<file path="src/rtl/spram_arbiter.sv">
// Round-robin arbiter sharing one single-port SRAM between two requesters,
// with a bounded burst hold and a tagged one-cycle read return.
//
// state | meaning
// IDLE  | no owner; next request (tie -> port after rr_last) is granted
// OWN0  | port 0 owns the memory, cnt counts its consecutive grants
// OWN1  | port 1 owns the memory, cnt counts its consecutive grants
module spram_arbiter #(
    parameter int WIDTH     = 32,
    parameter int SIZE      = 4096,
    parameter int MAX_BURST = 4,
    localparam int AW       = $clog2(SIZE)
) (
    input  logic             clk,
    input  logic             rst,

    input  logic             r0_req,
    input  logic             r0_we,
    input  logic [AW-1:0]    r0_addr,
    input  logic [WIDTH-1:0] r0_wdata,
    input  logic [3:0]       r0_mask,
    output logic             r0_gnt,
    output logic             r0_rvalid,
    output logic [WIDTH-1:0] r0_rdata,

    input  logic             r1_req,
    input  logic             r1_we,
    input  logic [AW-1:0]    r1_addr,
    input  logic [WIDTH-1:0] r1_wdata,
    input  logic [3:0]       r1_mask,
    output logic             r1_gnt,
    output logic             r1_rvalid,
    output logic [WIDTH-1:0] r1_rdata,

    output logic             mem_wen,
    output logic             mem_ren,
    output logic [AW-1:0]    mem_waddr,
    output logic [AW-1:0]    mem_raddr,
    output logic [WIDTH-1:0] mem_wdata,
    output logic [3:0]       mem_mask,
    input  logic [WIDTH-1:0] mem_rdata
);

    localparam int CW = $clog2(MAX_BURST + 1);
    localparam logic [CW-1:0] CNT_MAX = CW'(MAX_BURST);
    localparam logic [CW-1:0] CNT_ONE = CW'(1);

    typedef enum logic [1:0] {
        IDLE = 2'd0,
        OWN0 = 2'd1,
        OWN1 = 2'd2
    } state_t;

    state_t          state, state_nxt;
    logic [CW-1:0]   cnt, cnt_nxt;
    logic            rr_last, rr_last_nxt;
    logic            gnt0, gnt1;
    logic            rd_pend, rd_owner;
    logic            xfer, sel_we;

    always_ff @(posedge clk or posedge rst) begin
        if (rst) begin
            state    <= IDLE;
            cnt      <= '0;
            rr_last  <= 1'b1;
            rd_pend  <= 1'b0;
            rd_owner <= 1'b0;
        end else begin
            state   <= state_nxt;
            cnt     <= cnt_nxt;
            rr_last <= rr_last_nxt;
            rd_pend <= mem_ren;
            if (mem_ren) begin
                rd_owner <= r1_gnt;
            end
        end
    end

    always_comb begin
        state_nxt = state;
        cnt_nxt   = cnt;
        gnt0      = 1'b0;
        gnt1      = 1'b0;
        case (state)
            IDLE: begin
                if (r0_req && (!r1_req || rr_last)) begin
                    gnt0      = 1'b1;
                    state_nxt = OWN0;
                    cnt_nxt   = CNT_ONE;
                end else if (r1_req) begin
                    gnt1      = 1'b1;
                    state_nxt = OWN1;
                    cnt_nxt   = CNT_ONE;
                end
            end
            OWN0: begin
                if (r0_req && ((cnt < CNT_MAX) || !r1_req)) begin
                    gnt0    = 1'b1;
                    cnt_nxt = (cnt < CNT_MAX) ? cnt + CNT_ONE : CNT_MAX;
                end else if (r1_req) begin
                    gnt1      = 1'b1;
                    state_nxt = OWN1;
                    cnt_nxt   = CNT_ONE;
                end else begin
                    state_nxt = IDLE;
                    cnt_nxt   = '0;
                end
            end
            OWN1: begin
                if (r1_req && ((cnt < CNT_MAX) || !r0_req)) begin
                    gnt1    = 1'b1;
                    cnt_nxt = (cnt < CNT_MAX) ? cnt + CNT_ONE : CNT_MAX;
                end else if (r0_req) begin
                    gnt0      = 1'b1;
                    state_nxt = OWN0;
                    cnt_nxt   = CNT_ONE;
                end else begin
                    state_nxt = IDLE;
                    cnt_nxt   = '0;
                end
            end
            default: begin
                state_nxt = IDLE;
                cnt_nxt   = '0;
            end
        endcase
    end

    // Grants are masked while reset is asserted so nothing reaches the macro.
    assign r0_gnt = gnt0 & ~rst;
    assign r1_gnt = gnt1 & ~rst;

    always_comb begin
        rr_last_nxt = rr_last;
        if (r1_gnt) begin
            rr_last_nxt = 1'b1;
        end else if (r0_gnt) begin
            rr_last_nxt = 1'b0;
        end
    end

    assign xfer   = r0_gnt | r1_gnt;
    assign sel_we = r1_gnt ? r1_we : r0_we;

    always_comb begin
        mem_wen   = 1'b0;
        mem_ren   = 1'b0;
        mem_waddr = '0;
        mem_raddr = '0;
        mem_wdata = '0;
        mem_mask  = '0;
        if (xfer) begin
            mem_wen   = sel_we;
            mem_ren   = ~sel_we;
            mem_waddr = r1_gnt ? r1_addr  : r0_addr;
            mem_raddr = r1_gnt ? r1_addr  : r0_addr;
            mem_wdata = r1_gnt ? r1_wdata : r0_wdata;
            mem_mask  = r1_gnt ? r1_mask  : r0_mask;
        end
    end

    assign r0_rvalid = rd_pend & ~rd_owner;
    assign r1_rvalid = rd_pend &  rd_owner;
    assign r0_rdata  = mem_rdata;
    assign r1_rdata  = mem_rdata;

endmodule

</file>
<file path="config.mk">
export PLATFORM = sky130hd
export DESIGN_NAME = spram_arbiter
export DESIGN_NICKNAME = d
export VERILOG_FILES = /design/src/rtl/spram_arbiter.sv
export SDC_FILE = /design/constraint.sdc
export NUM_CORES = 1
export LEC_CHECK = 0
export CAP_MARGIN = 10
export CORE_AREA = 2 2 101 103
export CTS_BUF_LIST = sky130_fd_sc_hd__clkbuf_8
export CTS_CLUSTER_DIAMETER = 50
export CTS_CLUSTER_SIZE = 16
export DETAILED_ROUTE_END_ITERATION = 8
export DIE_AREA = 0 0 103 105
export PLACE_DENSITY = 0.79
export SETUP_SLACK_MARGIN = 0.4
export SLEW_MARGIN = 20
export SYNTH_ARGS = -nofsm -noshare
export SYNTH_HDL_FRONTEND = slang
export SYNTH_SLANG_ARGS = --single-unit
</file>
<file path="constraint.sdc">
create_clock -name clk -period 2.7 [get_ports clk]
set_clock_uncertainty 0.2 [all_clocks]
set_input_delay 0.405 -clock clk [delete_from_list [all_inputs] [get_ports clk]]
set_output_delay 0.405 -clock clk [all_outputs]
set_load 0.05 [all_outputs]
</file>
==> metrics.txt <==
average size of a mapped cell 6.520 sq um; Critical R2R Capture rd_owner; CP Cell Sequence buf_4 > nor3_2 > o21ai_4 > buf_12 > buf_12 > clkbuf_16 > nand4_1 > inv_1 > buf_12; Tcrit/Tclk final a little over 90%; number of design rule violations left after detail routing 0; core utilization of the finished layout around 51%; post-layout power 0.002379 W; number of antenna-violating nets in the routed design 0; Leak 1.779 nW; First-pass DRT Iterations 4; origin of the worst setup path state[1]; number of antenna repair diodes 0; CP Class flip-flop to output pin; antenna violations before repair 0; buffer type at the clock tree root sky130_fd_sc_hd__clkbuf_8; wirelength, routed 10.48 mm; combined global-route utilization of all metal layers approximately 18%; Relative slew margins a little under two thirds; pin count of the biggest net entering global routing 53; R2R setup slack around 0.7 ns; Hold Slack ~0.34 ns; kind of end point of the critical path output pin; detailed placement HPWL between 7 and 8 mm; final worst path period need around 2.5 ns; setup repair after global routing missed its margin true; final net count between 500 and 600; kind of start point of the critical path flip-flop; starting utilization of the core area a little over a fifth; iteration-0 DRC count of the detailed router ~150; IO Port Bufs 167; number of enable-type register cells in the synthesized netlist 0; top library cells by usage in the layout, fill and taps aside 100 x sky130_fd_sc_hd__clkdlybuf4s50_1, 75 x sky130_fd_sc_hd__buf_12, 50 x sky130_fd_sc_hd__nand4_1; final global-route overflow total 0; clk buf depth 2; number of warnings reported in the yosys synthesis log 0; die area approximately 0.011 sq mm; die extent in y roughly 110 um; commonest non-fill, non-tap cell in the layout sky130_fd_sc_hd__clkdlybuf4s50_1; vias in the first global route between 2,000 and 3,000; cell depth of the worst flop-to-flop path 5; endpoint of the most critical setup path r0_gnt; synthesized net count around 450; Worst Path Arrival roughly 1.9 ns; fraction of final layout cells with drive strength greater than 1 approximately 44%; proportion of synthesized chip area in sequential cells roughly a tenth; top achievable clock speed approximately 400 MHz; endpoints failing hold 0; wire length of the first global-routing pass between 15 and 20 mm; Cell Area, Synth about 0.0021 sq mm; Post-synth ARST share between 90% and 100%; vias after detailed routing 2,770; final weighted congestion in routability-driven placement between 0.7 and 0.8; hold crit path type flip-flop to flip-flop; die outline width ~100 um; outcome complete, no violations; standard-cell rows 36; total negative slack for setup checks 0 ns; Netlist cell types 36; area overhead of the layout relative to synthesis 138.1%; clk sink count 8; top fanout value on the critical path 7; cell type with the highest occurrence count on the critical path sky130_fd_sc_hd__buf_12; area inside the core boundary around 0.0096 sq mm; number of register bits inferred by synthesis 8; reg2reg start rr_last; Syn Inst Count between 300 and 400; post-synth top area cell sky130_fd_sc_hd__buf_4; number of maximum-capacitance constraint violations 0; Routed WL per cell between 15 and 20 um; area share of the leading cell type in the synthesized netlist between 20% and 30%; number of slew-limit violations in the final report 0; number of top-level pins roughly 260; TritonCTS clock tree built; Pwr Density 483.4 mW/mm^2; CTS HTree Levels 1; leading post-synthesis cells by cell area sky130_fd_sc_hd__buf_4 28%, sky130_fd_sc_hd__nand4_1 15%, sky130_fd_sc_hd__a21oi_1 13%; clock-pin transition on the worst setup and hold timing paths roughly 0.05 ns; Critical Path Slowest Stage Cell sky130_fd_sc_hd__dfrtp_2; Worst VDD drop 0.2025 mV; Final Setup Violations 0; ys flop type sky130_fd_sc_hd__dfrtp_1; routed via count divided by cell count roughly 5.1; stage delay of the slowest cell on the critical path about 0.43 ns; worst endpoint required time between 2 and 2.5 ns; transition time of the tightest slew-check pin between 0.5 and 0.6 ns; clk_lat worst skew about 0.24 ns; CTS buffer count 3
[sequential cells by signal (all words and copies together) (netlist names)]
name      cells
state         2
rd_owner      1
rr_last       1
cnt           3
rd_pend       1
[metrics by stage]
step	cell area, sq um	cells	setup slack, ns
finish	4922	543	0.1977
global placement	4544	521	0.1012
detailed placement	4544	521	0.07649
global route	4922	543	0.1296
floorplan	2660	317	0.3082
CTS	4815	537	0.1761
[worst max-delay path: cells and delay by family (launching register included)]
| kind | cells | cell delay [ns] |
|---|---|---|
| AOI/OAI and AO/OA | 1 | 0.08 |
| buffers and inverters | 6 | 0.82 |
| DFF | 1 | 0.43 |
| and+or+nand+nor | 2 | 0.32 |
[layout make-up]
class | count | area, sq um
Clock inverter | 1 | 3.754
Clock buffer | 3 | 41.29
Tap cell | 133 | 166.4
Sequential cell | 8 | 205.2
Inverter | 5 | 18.77
Fill cell | 845 | 4717
Multi-Input combinational cell | 191 | 1658
Timing Repair Buffer | 202 | 2829
[cells by family (layout without fill, tap and decap cells)]
kind of cell    after synthesis  after routing  synth area share (%)
flops                         8              8                 9.746
fa+ha+maj                     1              1                0.6052
buf+inv                     118            211                 36.62
simple gates                122            122                 33.78
compound gates               68             68                 19.25
[cell usage after synthesis, types with 2 or more instances]
| cell type | count |
|---|---|
| sky130_fd_sc_hd__nor4b_1 | 2 |
| sky130_fd_sc_hd__buf_4 | 76 |
| sky130_fd_sc_hd__nand2_1 | 6 |
| sky130_fd_sc_hd__nand2b_1 | 2 |
| sky130_fd_sc_hd__buf_2 | 22 |
| sky130_fd_sc_hd__inv_1 | 5 |
| sky130_fd_sc_hd__dfrtp_1 | 7 |
| sky130_fd_sc_hd__o22ai_1 | 2 |
| sky130_fd_sc_hd__clkbuf_1 | 14 |
| sky130_fd_sc_hd__nor2b_1 | 3 |
| sky130_fd_sc_hd__a21oi_1 | 52 |
| sky130_fd_sc_hd__nand3_1 | 50 |
| sky130_fd_sc_hd__and3_1 | 2 |
| sky130_fd_sc_hd__and2_1 | 2 |
| sky130_fd_sc_hd__a21o_1 | 2 |
| sky130_fd_sc_hd__nand4_1 | 50 |
[worst min-delay path by stage]
stage | startpoint | endpoint | slack [ns] | cells past startpoint
2_1_floorplan | rst | cnt[0] | 0.03 | 1
3_3_place_gp | rr_last | rr_last | 0.32 | 1
3_5_place_dp | rr_last | rr_last | 0.33 | 1
4_1_cts | rr_last | rr_last | 0.34 | 1
5_1_grt | rr_last | rr_last | 0.36 | 1
6_report | rr_last | rr_last | 0.34 | 1
[report_power, final]
| part | internal (W) | leakage (nW) | switching [W] |
|---|---|---|---|
| Combinational | 0.000977 | 1.66 | 0.00106 |
| Sequential | 0.000154 | 0.0968 | 0.0000361 |
| Clock | 0.0000989 | 0.0269 | 0.0000530 |
[metal layers]
metal | GRT usage, % | routed length, um
met1 | 19.11 | 3843
met2 | 32.56 | 5422
met3 | 3.478 | 861
met4 | 7.519 | 355
met5 | 0 | 0
[what timing repair did]
action | CTS | global route
hold buffers | 0 | 0
pin swaps | 19 | 12
gates resized for setup | 9 | 6
endpoints found under the setup margin | 64 | 65
setup buffers | 8 | 4
cloned | 4 | 2
(Power assumes the default switching activity.)
==> patch 1 (config.mk and constraints unchanged) <==
Set the parameter `MAX_BURST` to 2 (it was 4).
--- a/src/rtl/spram_arbiter.sv
+++ b/src/rtl/spram_arbiter.sv
@@ -9,5 +9,5 @@
     parameter int WIDTH     = 32,
     parameter int SIZE      = 4096,
-    parameter int MAX_BURST = 4,
+    parameter int MAX_BURST = 2,
     localparam int AW       = $clog2(SIZE)
 ) (
Behaviour: not the same (Yosys sat finds a counterexample within 4 cycles, from zero or initial values and one cycle with rst high).
==> patch 1 against the original RTL <==
Critical path depth down 1; power up 40%; final area down 5.1%; synthesized area down 15%; setup slack worse by 0.19 ns; sequential cell count down 1; routed wire length down 28%; non-clock buffer count unchanged; register-to-register slack worse by 0.28 ns; critical path type unchanged; largest power group unchanged.
==> patch 1: results (changes against the original RTL) <==
status:
  status: "finished clean"
logic_synthesis:
  synth_common_cells: "buf_4 (77), nor2_1 (48), a22oi_1 (40)"
  synth-seq-area-share_pct: 10.0  # +0.27 points
  synth_xor_area_share_pct: 0.497  # +0.50 points
  synth-compound-area-share_pct: 31.6  # +12 points
  synthTopCellsByArea: "buf_4 (33%), a22oi_1 (17%), nor2_1 (10%), dfrtp_1 (8.5%), a22oi_2 (6.4%)"
  synthesis.nets: 373  # -17%
global_routing:
  grt_max_degree: 33  # -38%
  grt_util_met3_pct: 2.14  # -1.3 points
  grt_pass1_wl_mm: 11.4  # -25%
  gr-usage-met2_pct: 25.3  # -7.2 points
  grt_use_total_pct: 13.1  # -4.6 points
cts:
  clk_latency_ns: 0.22  # -0.02 ns
drt:
  drtPass1Iterations: 3  # -1
  avgRoutedWirePerCell_um: 15.6  # -19%
  dr_wl_met3_um: 529  # -39%
final_layout:
  clkCellAreaFrac_pct: 0.964  # +0.049 points
  seq_share_pct: 3.86  # -0.31 points
  design_area_um2: 4670  # -5.1%
  final_nets: 486  # -11%
  nonClkBufAreaFrac_pct: 59.9  # +2.4 points
  multi_input_area_share_pct: 31.1  # -2.6 points
  top_regs: "cnt x2, state x2"
  drive_above_1_share_pct: 61.3  # +18 points
setup_path:
  path_max_fanout: 10  # +3
  r2r_cells: 9  # +4
  crit_start: "cnt[1]"
power:
  vdd_drop_max_mv: 0.259  # +28%
  p_int_mw: 1.74  # +41%
  p_clk_share_pct: 4.2  # -2.2 points
min_path:
  hp-class: "in2async"
sta:
  maxSlewHeadroom_pct: 53.8  # -10 points
placed_design:
  dp.cells: 460  # -12%
  pre_cts_ws_ns: -0.104  # -0.181 ns
==> patch 1: worst max-delay path by stage <==
stage / to / slack [ns] / cells past startpoint
3_3_place_gp: mem_raddr[11] / -0.10 / 8
3_5_place_dp: mem_wdata[21] / -0.10 / 8
2_1_floorplan: mem_waddr[10] / 0.05 / 7
4_1_cts: mem_wdata[14] / -0.006 / 8
6_report: mem_wdata[22] / 0.003 / 8
5_1_grt: mem_wdata[6] / -0.09 / 8
==> patch 1: kinds of logic (layout without fill, tap and decap cells) <==
| logic type | count (synthesis) | count (layout) |
|---|---|---|
| buf+inv | 98 | 210 |
| compound gates | 66 | 66 |
| simple gates | 65 | 65 |
| flops | 7 | 7 |
| mux | 2 | 2 |
| xor+xnor | 1 | 1 |
==> patch 1: repair_timing <==
action,4_1_cts,5_1_grt
pin swaps,29,14
cloned,3,2
setup buffers,12,3
endpoints found under the setup margin,64,64
gates resized for setup,27,11
hold buffers,0,0
==> patch 2 (same flow settings) <==
Made on the original files. Make the reset (`rst`) synchronous in one clocked block.
--- a/src/rtl/spram_arbiter.sv
+++ b/src/rtl/spram_arbiter.sv
@@ -59,5 +59,5 @@
     logic            xfer, sel_we;
 
-    always_ff @(posedge clk or posedge rst) begin
+    always_ff @(posedge clk) begin
         if (rst) begin
             state    <= IDLE;
Function: differs if rst is asserted again (counterexample within 4 cycles, from zero or initial values and one cycle with rst high); with rst held inactive, the same outputs for 10 cycles.
==> patch 2 against the original RTL <==
Final area down 8.8%; register-to-register slack worse by 0.10 ns; sequential share of layout area down 0.46 points; sequential power down 28%; critical path depth fell by 2; power shrank 41%; setup slack worse by 0.072 ns; synthesized cell count decreased by 20%; routed wire length is 31% lower; via count down 24%; sequential cell count is the same; synthesized area is 13% lower; critical path type unchanged; largest power group unchanged.
==> patch 2: results (changes against the original RTL) <==
power:
  power_density_nw_per_um2: 313  # -35%
  vdd_drop_max_mv: 0.194  # -4.4%
  p_leak_nw: 1.56  # -12%
  seqPwrFrac_pct: 9.7  # +1.7 points
  combPwrFrac_pct: 80.2  # -5.4 points
logic_synthesis:
  synthTopCellsByArea: "buf_4 (32%), a22oi_1 (19%), nor2_1 (11%), dfxtp_1 (8.9%), buf_6 (4.4%)"
  synth_common_cells: "buf_4 (76), nor2_1 (53), a22oi_1 (45)"
  syn_avg_cell_area_um2: 7.05  # +8.2%
  synth-async-reset-ratio_pct: 0  # -100 points
  synth_cell_types: 31  # -14%
  synthesis.nets: 389  # -14%
min_path:
  min_from: "cnt[1]"
  holdPathEnd: "cnt[1]"
  hold_depth: 2  # +1
placed_design:
  globalplace.congestion: 0.755  # -1.8%
  hpwl_mm: 5.99  # -18%
  placed_area_um2: 4330  # -4.8%
sta:
  fmax_ghz: 0.388  # -2.8%
cts:
  post_cts_buffers: 1  # -7
final_layout:
  fillers: 915  # +8.3%
  drive_above_1_share_pct: 56.5  # +13 points
  post-route-util_pct: 46.5  # -4.5 points
  final_nets: 484  # -11%
setup_path:
  crit_start: "state[1]"
  r2r_cells: 7  # +2
  max_stage_delay_ns: 0.37  # -0.06 ns
  crit_path_top_delay_cell: "dfxtp_2"
drt:
  wl_met2_mm: 4.17  # -23%
  drt_iter0_markers: 44  # -70%
  wl_mm: 7.19  # -31%
global_routing:
  grt_pass1_vias: 2235  # -25%
  grt_use_total_pct: 12.5  # -5.2 points
  grt_max_degree: 33  # -38%
  grt_pass1_wl_mm: 11.0  # -27%
  grt_use_met1_pct: 13.4  # -5.7 points
status:
  status: "finished clean"
[patch 2: cell count changes after synthesis, moves of 5 or more]
| cell | change |
|---|---|
| nor2_1 | +53 |
| nand3_1 | -50 |
| nand4_1 | -50 |
| a21oi_1 | -46 |
| a22oi_1 | +44 |
| buf_2 | -16 |
| dfxtp_1 | +8 |
| buf_6 | +7 |
| dfrtp_1 | -7 |
| clkbuf_1 | -6 |
| a22oi_2 | +5 |
[patch 2: area by class of cell]
| cell class | instances | share of cell area (%) |
|---|---|---|
| multi-input combinational | 145 | 33.2 |
| tap | 133 | 3.71 |
| clock buffer | 3 | 0.920 |
| timing repair buffer | 187 | 58.1 |
| sequential | 8 | 3.71 |
| inverter | 4 | 0.335 |
[patch 2: logic make-up (layout without fill, tap and decap cells)]
group	count (synthesis)	count (layout)	share of synthesized area, %
fa+ha+maj	1	1	0.698
mux	2	2	1.40
simple gates	75	75	18.8
compound gates	67	67	29.7
flops	8	8	8.94
buf+inv	101	194	40.4
